--- src/rtl/rs232_pkg.sv ---
// Shared definitions for the RS-232 serial path: FSM states, frame constants,
// the baud divider function and the majority-vote helper.
package rs232_pkg;

  typedef enum logic [1:0] {
    IDLE  = 2'd0,
    START = 2'd1,
    DATA  = 2'd2,
    STOP  = 2'd3
  } rx_state_e;

  localparam int OVERSAMPLE = 16;
  localparam int DATA_BITS  = 8;
  localparam int STOP_BITS  = 1;

  // Clock cycles per oversample tick, truncated.
  function automatic int baud_div(input int clk_hz, input int baud, input int os);
    return clk_hz / (baud * os);
  endfunction

  function automatic logic maj3(input logic [2:0] v);
    return (v[0] & v[1]) | (v[0] & v[2]) | (v[1] & v[2]);
  endfunction

endpackage

--- src/rtl/baud_tick_gen.sv ---
// Free-running divider producing a one-cycle registered tick every DIV cycles,
// with a synchronous clear that restarts the count phase.
module baud_tick_gen #(
  parameter int DIV = 27
) (
  input  logic clk,
  input  logic rst,
  input  logic clr,
  output logic tick
);

  localparam int W = (DIV > 1) ? $clog2(DIV) : 1;
  localparam logic [W-1:0] LAST = W'(DIV - 1);
  localparam logic [W-1:0] ONE  = W'(1);

  logic [W-1:0] cnt_r;
  logic         tick_r;

  // Divider counter and tick register.
  always_ff @(posedge clk) begin
    if (rst || clr) begin
      cnt_r  <= '0;
      tick_r <= 1'b0;
    end else if (cnt_r == LAST) begin
      cnt_r  <= '0;
      tick_r <= 1'b1;
    end else begin
      cnt_r  <= cnt_r + ONE;
      tick_r <= 1'b0;
    end
  end

  assign tick = tick_r;

endmodule

--- src/rtl/rs232_rx.sv ---
// 8N1 UART receiver: 2-flop synchronizer, 16x oversampling, 3-sample majority
// vote at mid-bit, one-cycle valid/ferr strobes.
module rs232_rx
  import rs232_pkg::*;
#(
  parameter int CLK_HZ     = 50_000_000,
  parameter int BAUD       = 115200,
  parameter int OVERSAMPLE = 16
) (
  input  logic       CLK50MHZ,
  input  logic       RST,
  input  logic       rx,
  output logic [7:0] data,
  output logic       valid,
  output logic       ferr,
  output logic       busy
);

  localparam int DIV = baud_div(CLK_HZ, BAUD, OVERSAMPLE);

  logic       sync1_r;
  logic       rxs_r;
  logic       rxs_prev_r;
  rx_state_e  state_r;
  logic [3:0] s_r;
  logic [1:0] vote_r;
  logic [3:0] bit_idx_r;
  logic [7:0] shift_r;
  logic [7:0] data_r;
  logic       valid_r;
  logic       ferr_r;
  logic       busy_r;

  logic       tick_s;
  logic       fall_s;
  logic       clr_s;
  logic [3:0] s_next_s;
  logic       vote_tick_s;
  logic       decide_s;
  logic       bit_s;

  baud_tick_gen #(.DIV(DIV)) u_tick (
    .clk  (CLK50MHZ),
    .rst  (RST),
    .clr  (clr_s),
    .tick (tick_s)
  );

  // Two-stage synchronizer plus previous-value flop for falling-edge detect.
  always_ff @(posedge CLK50MHZ) begin
    if (RST) begin
      sync1_r    <= 1'b1;
      rxs_r      <= 1'b1;
      rxs_prev_r <= 1'b1;
    end else begin
      sync1_r    <= rx;
      rxs_r      <= sync1_r;
      rxs_prev_r <= rxs_r;
    end
  end

  // The third vote sample is the live rxs on the deciding tick, so only the
  // two earlier samples need storage.
  always_comb begin
    fall_s      = rxs_prev_r & ~rxs_r;
    clr_s       = (state_r == IDLE) && fall_s;
    s_next_s    = s_r + 4'd1;
    vote_tick_s = tick_s && ((s_next_s == 4'd7) || (s_next_s == 4'd8) || (s_next_s == 4'd9));
    decide_s    = tick_s && (s_next_s == 4'd9);
    bit_s       = maj3({vote_r, rxs_r});
  end

  // Frame FSM with sample counter, vote register, shifter and registered outputs.
  always_ff @(posedge CLK50MHZ) begin
    if (RST) begin
      state_r   <= IDLE;
      s_r       <= 4'd0;
      vote_r    <= 2'b00;
      bit_idx_r <= 4'd0;
      shift_r   <= 8'h00;
      data_r    <= 8'h00;
      valid_r   <= 1'b0;
      ferr_r    <= 1'b0;
      busy_r    <= 1'b0;
    end else begin
      valid_r <= 1'b0;
      ferr_r  <= 1'b0;

      if (clr_s) begin
        s_r    <= 4'd0;
        vote_r <= 2'b00;
      end else if (tick_s) begin
        s_r <= s_next_s;
        if (vote_tick_s) begin
          vote_r <= {vote_r[0], rxs_r};
        end
      end

      case (state_r)
        IDLE: begin
          if (fall_s) begin
            state_r <= START;
            busy_r  <= 1'b1;
          end
        end
        START: begin
          if (decide_s) begin
            if (bit_s) begin
              state_r <= IDLE;
              busy_r  <= 1'b0;
            end else begin
              state_r   <= DATA;
              bit_idx_r <= 4'd0;
            end
          end
        end
        DATA: begin
          if (decide_s) begin
            shift_r   <= {bit_s, shift_r[7:1]};
            bit_idx_r <= bit_idx_r + 4'd1;
          end else if (tick_s && (s_r == 4'd15) && (bit_idx_r == 4'(DATA_BITS))) begin
            state_r <= STOP;
          end
        end
        STOP: begin
          // Return to IDLE at mid-stop to leave margin for back-to-back frames.
          if (decide_s) begin
            state_r <= IDLE;
            busy_r  <= 1'b0;
            if (bit_s) begin
              data_r  <= shift_r;
              valid_r <= 1'b1;
            end else begin
              ferr_r <= 1'b1;
            end
          end
        end
        default: begin
          state_r <= IDLE;
          busy_r  <= 1'b0;
        end
      endcase
    end
  end

  assign data  = data_r;
  assign valid = valid_r;
  assign ferr  = ferr_r;
  assign busy  = busy_r;

endmodule

--- config.mk ---
export PLATFORM = sky130hd
export DESIGN_NAME = rs232_rx
export DESIGN_NICKNAME = d
export VERILOG_FILES = /design/src/rtl/rs232_pkg.sv /design/src/rtl/baud_tick_gen.sv /design/src/rtl/rs232_rx.sv
export SDC_FILE = /design/constraint.sdc
export NUM_CORES = 1
export LEC_CHECK = 0
export CAP_MARGIN = 25
export CORE_ASPECT_RATIO = 0.75
export CORE_UTILIZATION = 30
export CTS_BUF_LIST = sky130_fd_sc_hd__clkbuf_8
export DETAILED_ROUTE_END_ITERATION = 16
export GPL_ROUTABILITY_DRIVEN = 0
export PLACE_DENSITY_LB_ADDON = 0.3
export SLEW_MARGIN = 30
export SYNTH_ARGS = -nofsm -noshare
export SYNTH_HDL_FRONTEND = slang
export SYNTH_SLANG_ARGS = --single-unit
--- constraint.sdc ---
create_clock -name CLK50MHZ -period 2.33 [get_ports CLK50MHZ]
set_input_delay 0.466 -clock CLK50MHZ [delete_from_list [all_inputs] [get_ports CLK50MHZ]]
set_output_delay 0.466 -clock CLK50MHZ [all_outputs]
set_load 0.1 [all_outputs]
======== Word-level counts from Yosys, hierarchy flattened ========
Cells that the tools add are included.
Widths: inputs -> output; s select.
word-level totals
  bits of input ports ..................... 3
  logic and storage cells ................. 82
  register bits ........................... 40
  output and inout bits ................... 11
operators by class
  reductions and logical operators ........ 20
  add/subtract/negate cells ............... 3
  equal/unequal tests ..................... 17
  bitwise gates (word level) .............. 9
  mux-type cells .......................... 19
operator list
  kind                 number
  $eq 4x4->1 const B   4
  $ne 2x2->1 const B   8
  $mux 2               6
  $mux 4               3
  $reduce_and 5->1     2
  $add 4x1->4 const B  2
  $pmux 2 s4           1
  $pmux 4 s2           1
  $mux 1               7
  $add 5x1->5 const B  1
  $eq 5x5->1 const B   1
  $logic_and 1x1->1    5
  $and 1x1->1          4
  $eq 2x2->1 const B   2
  $eq 4x3->1 const B   1
  $reduce_and 2->1     2
  $reduce_and 4->1     1
  $reduce_or 2->1      2
  $logic_or 1x1->1     3
  $not 1->1            3
  $pmux 1 s3           1
  $reduce_and 3->1     1
  $reduce_bool 3->1    1
  $reduce_or 3->1      1
  4 further kinds      5

======== Logic depth before layout (Yosys ltp) ========
  word-level depth ........................ 6
  mapped depth ............................ 8

======== By module ========
From an unflattened synthesis, not the netlist that was laid out.
unflattened totals
  cell total of the unflattened synthesis .. 191
  area total of the unflattened synthesis .. 1,865.5 sq um
modules (own cells, without submodules)
  module         instances  cells each  area an instance (sq um)
  rs232_rx       1          168         1,637.8
  baud_tick_gen  1          23          227.7

======== Worst setup path after synthesis ========
No wires, ideal clock.
  path type ............................... reg2reg
  from .................................... reg s_r[0]
  to ...................................... reg (tool-made name)
  setup slack ............................. 410 ps
  buffers on the path ..................... 1
  clock period less this slack ............ 1,920 ps
  cell stages (with the launch flop) ...... 9
  arrival time ............................ 1,798 ps
  data required time ...................... 2,209 ps
  setup time .............................. 121 ps
  cells stage by stage .................... dfxtp_1 > inv_1 > ha_1 > and3b_1 > mux2i_1 > nor3_1 > buf_6 > nor3_4 > mux2_4
RTL lines
  item                    RTL line        RTL
  from (decl)             rs232_rx.sv:25  logic [3:0] s_r;
  from (signal assigned)  rs232_rx.sv:93  s_r <= s_next_s;

======== Worst setup path after layout ========
  from .................................... reg s_r[1]
  to ...................................... reg vote_r[0]
between the ends
  longest elaborated chain between the ends .. 6
  elaborated cells between the ends (all ways) .. 8
  those cells by class .................... add/sub (1); eq/ne (3); reduce/logical (4)
ends and longest elaborated chain
  item                                      RTL line        RTL
  $add 4x1->4 (*)                           rs232_rx.sv:67  s_next_s = s_r + 4'd1;
  $eq 4x3->1 or $eq 4x4->1 (tied branches)  rs232_rx.sv:68  vote_tick_s = tick_s && ((s_next_s == 4'd7) || (s_next_s == 4'd8) || (s_next_s == 4'd9));
  $logic_or 1x1->1                          rs232_rx.sv:68
  $logic_or 1x1->1 (*)                      rs232_rx.sv:68
  $logic_and 1x1->1 (*)                     rs232_rx.sv:68
  $reduce_and 2->1 (no line) (*)            --
  to (signal assigned)                      rs232_rx.sv:95  vote_r <= {vote_r[0], rxs_r};
  to (decl)                                 rs232_rx.sv:26  logic [1:0] vote_r;
Mark *: on every way between the ends. The rest lies on a longest branch, timed or not.
A chain may end at the register's enable or synchronous reset.

==> metrics list <==
* Outcome: complete, no violations
- Buffer depth of the longest clock path: 2
* Global route total overflow: 0
- The tightest min-delay check is of the flop to flop type.
- Met3 track demand over resource: 0.0392
- At the pin with the least slew margin, the transition time is 541 ps.
- After global routing, the most crowded layer is met2.
* Non-filler instance count after layout: 285
- Final clock period utilization by the worst path: 0.868
- Root cell of the clock tree: sky130_fd_sc_hd__clkbuf_8
- CTS Sinks: 40
- Fraction of registers with async set/reset: 0
- Met2 Usage GRT: 0.153
- Die width: 93.2 microns
- Quantity of hold-fixing buffers added after cts: 0
* Crit-path max FO: 6
- After detailed routing, the number of vias per cell comes to 4.39.
- After synthesis, the mean cell area works out to 9.79 sq um.
* Worst slew margin relative to its limit: 0.638
* Number of flops mapped to enable cells by yosys: 0
- Drt pass-1 iters: 3
- During placement, the flow inserted port buffers numbering 13.
* Power share of the combinational group: 0.123
* Area growth from synthesis to layout: 14.5%
- RSZ-0062 raised after global routing: false
- Number of buffers added by the clock tree synthesis step: 5
- Setup violations remaining at the end of the flow were counted as 0.
- The die covers 0.00655 sq mm.
- The worst path in the final design needs a cycle of 2020 ps, including I/O delays and setup.
- Top FF cell, synth: sky130_fd_sc_hd__dfxtp_1
- The worst setup path is captured at a flop.
* Setup total negative slack: 0 ps
- The worst register-to-register path begins at s_r[1].
- Number of hold-slack violations in the final timing report: 0
* Buffers inserted by post-CTS timing repair: 0
- Of the total power, the share spent switching nets is 0.279.
- Die height: 70.4 microns
- Worst setup path class: flop to flop
* Mapped cell area: 0.00187 sq mm
- The share of total power dissipated in sequential elements is 0.513.
- Clock-pin slew was measured on the worst setup and hold paths at 80 ps.
* Standard cell core area: 0.00592 sq mm
- Worst path top cell family by delay: compound AO/OA/AOI/OAI gates
* Wire length of the first global-routing pass: 5580 microns
* Achievable Freq: 494 MHz
- Critical-path cell with the highest stage delay: sky130_fd_sc_hd__a311oi_1
* Startpoint kind of the worst setup timing path: flop
- For the worst-skew pair, the clock arrives at the later sink with an insertion delay of 300 ps.
- The internal portion of the total power is 999 uW.
- For this run, the number of Yosys warnings is 0.
- In the routed design, unresolved DRC markers number 0.
- DPL Wire Length: 2240 microns
- Across the VDD grid, the largest voltage drop is 0.000296 V.
* Effective utilization at floorplan: 0.316
* Max Clock Skew: 3.46 ps
* Utilization after layout: 0.362
- After clock tree synthesis, the repair step resized 0 gates.
- Number of max-cap violations: 0
* Sequence of cells on the critical path: ha_1 -> xor2_1 -> a21oi_1 -> a311oi_1 -> mux2i_1
- In this run, placement finished with an instance count of 277.
- The share of synthesized area in the top cell type comes to 0.428.
* Arrival @ worst endpoint: 2250 ps
- Cell accounting for the most synthesized area: sky130_fd_sc_hd__dfxtp_1
- Maximum number of pins on one net before global-route repair: 18
* Number of distinct library cells after synthesis: 33
* Initial antenna violation count: 0
- Residual antenna-violating net count after detailed routing: 0
- The analysis attributes to net switching a power of 386 uW.
- After the first detailed-routing iteration, the DRC count stood at 49.
- Number of global-route vias before repair: 1191
- After detailed routing, the average wire length per cell comes to 11.0 microns.
- Net count of the finished layout: 221
* Top cells by area, synth: sky130_fd_sc_hd__dfxtp_1, sky130_fd_sc_hd__mux2i_1, sky130_fd_sc_hd__ha_1
- Synthesis inferred 40 register bits.
- The number of antenna diodes in the final layout is 0.
- Detailed-route via count: 1250
* Start point of the critical path: s_r[1]
* Sequential share of the synthesized area: 0.428
* Fraction of layout cells with a size suffix above 1: 0.159
- TritonCTS built the clock tree.
- For this design the static power due to leakage is 0.000796 uW.
- For this run, global-route usage on met1 was measured as 0.151.
* Largest stage delay, worst path: 460 ps
- The share of total power dissipated in the clock network is 0.364.
* Final max-slew violation count: 0
- Cells after Synth: 191
* PwrDens: 647 mW/mm^2
- Summed over all layers, the routed wires come to 3140 microns.
- CTS HTree Levels: 2
* Origin of the worst min-delay path: sync1_r
- Critical path required time: 2560 ps
* Site Rows: 24
* Buffers and inverters on the worst path: 0
- Post-synth net total: 206
- 14 I/O pins were placed.
* Total Routing Usage GR: 0.110
- The commonest cells after synthesis are sky130_fd_sc_hd__dfxtp_1, sky130_fd_sc_hd__nor2_1, sky130_fd_sc_hd__mux2i_1.
- Top-count cell post-synth: sky130_fd_sc_hd__dfxtp_1
[logic make-up after synthesis]
group,after synthesis,synth area share
flip-flops,40,0.428
buffers and inverters,17,0.0468
AO/OA/AOI/OAI,10,0.0428
multiplexers,25,0.140
adder cells (fa/ha/maj),13,0.0857
XOR/XNOR,11,0.0515
AND/OR/NAND/NOR,75,0.205
[power by group through the flow]
stage | Combinational, uW | Clock, uW | Sequential (uW)
5_1_grt | 189 | 549 | 713
3_5_place_dp | 170 | 0 | 727
3_3_place_gp | 171 | 0 | 726
2_1_floorplan | 105 | 0 | 755
4_1_cts | 172 | 516 | 711
6_report | 170 | 504 | 711
[through the flow]
step	power, uW	worst slack (ps)	cell area [sq um]	hold slack [ps]
2_1_floorplan	860	410	1870	389
3_3_place_gp	897	360	2040	393
3_5_place_dp	897	295	2040	394
4_1_cts	1400	265	2140	411
5_1_grt	1450	60.4	2140	440
6_report	1380	307	2140	412
[per-layer routing]
layer  routed length (microns)  vias up  share of wire
met5                         0        -              0
met4                        50        0          0.016
met3                       105        5          0.033
met2                      1180       14           0.37
met1                      1810      569           0.58
li1                          -      662              -
[placed cells by master, fill, tap and decap left out, drive strengths merged, types with 6 or more instances in the layout]
master  Yosys  layout
nor3        8       8
nor2       33      33
inv         9       9
nand2      11      11
xor2        8       8
clkbuf      5       6
dfxtp      40      40
buf         3      14
ha         12      12
nand3       6       6
mux2i      22      22
[worst register-to-register path: cells and delay by family (launching register included)]
kind                       cells  cell delay (ps)
adders and majority gates      1              320
AOI/OAI and AO/OA              2              590
muxes                          1              230
xor gates and xnor gates       1              420
DFF                            1              400
[state kept, by name (all words and copies together) (netlist names), named ones only]
register / count
data: 8
busy: 1
ferr: 1
rxs_r: 1
u_tick.cnt_r: 5
state_r: 1
s_r: 4
u_tick.tick: 1
sync1_r: 1
valid: 1
bit_idx_r: 4
vote_r: 2
rxs_prev_r: 1
shift_r: 8
[path summary, 6_finish.rpt]
check / to / slack [ps] / cells past startpoint
setup / recovery: vote_r[0] / 310 / 5
hold / removal: rxs_r / 410 / 1
setup reg to reg: vote_r[0] / 310 / 5
hold reg to reg: rxs_r / 410 / 1
[final cells by class]
cell class / instances / area [sq um]
fillers: 607 / 3770
multi-input cells: 134 / 986
flip-flops and latches: 40 / 801
repair buffers: 16 / 125
well taps: 78 / 97.6
clock buffers: 6 / 82.6
inverters: 9 / 33.8
clock inverters: 2 / 15.0
Power figures use the tool's default switching activity.
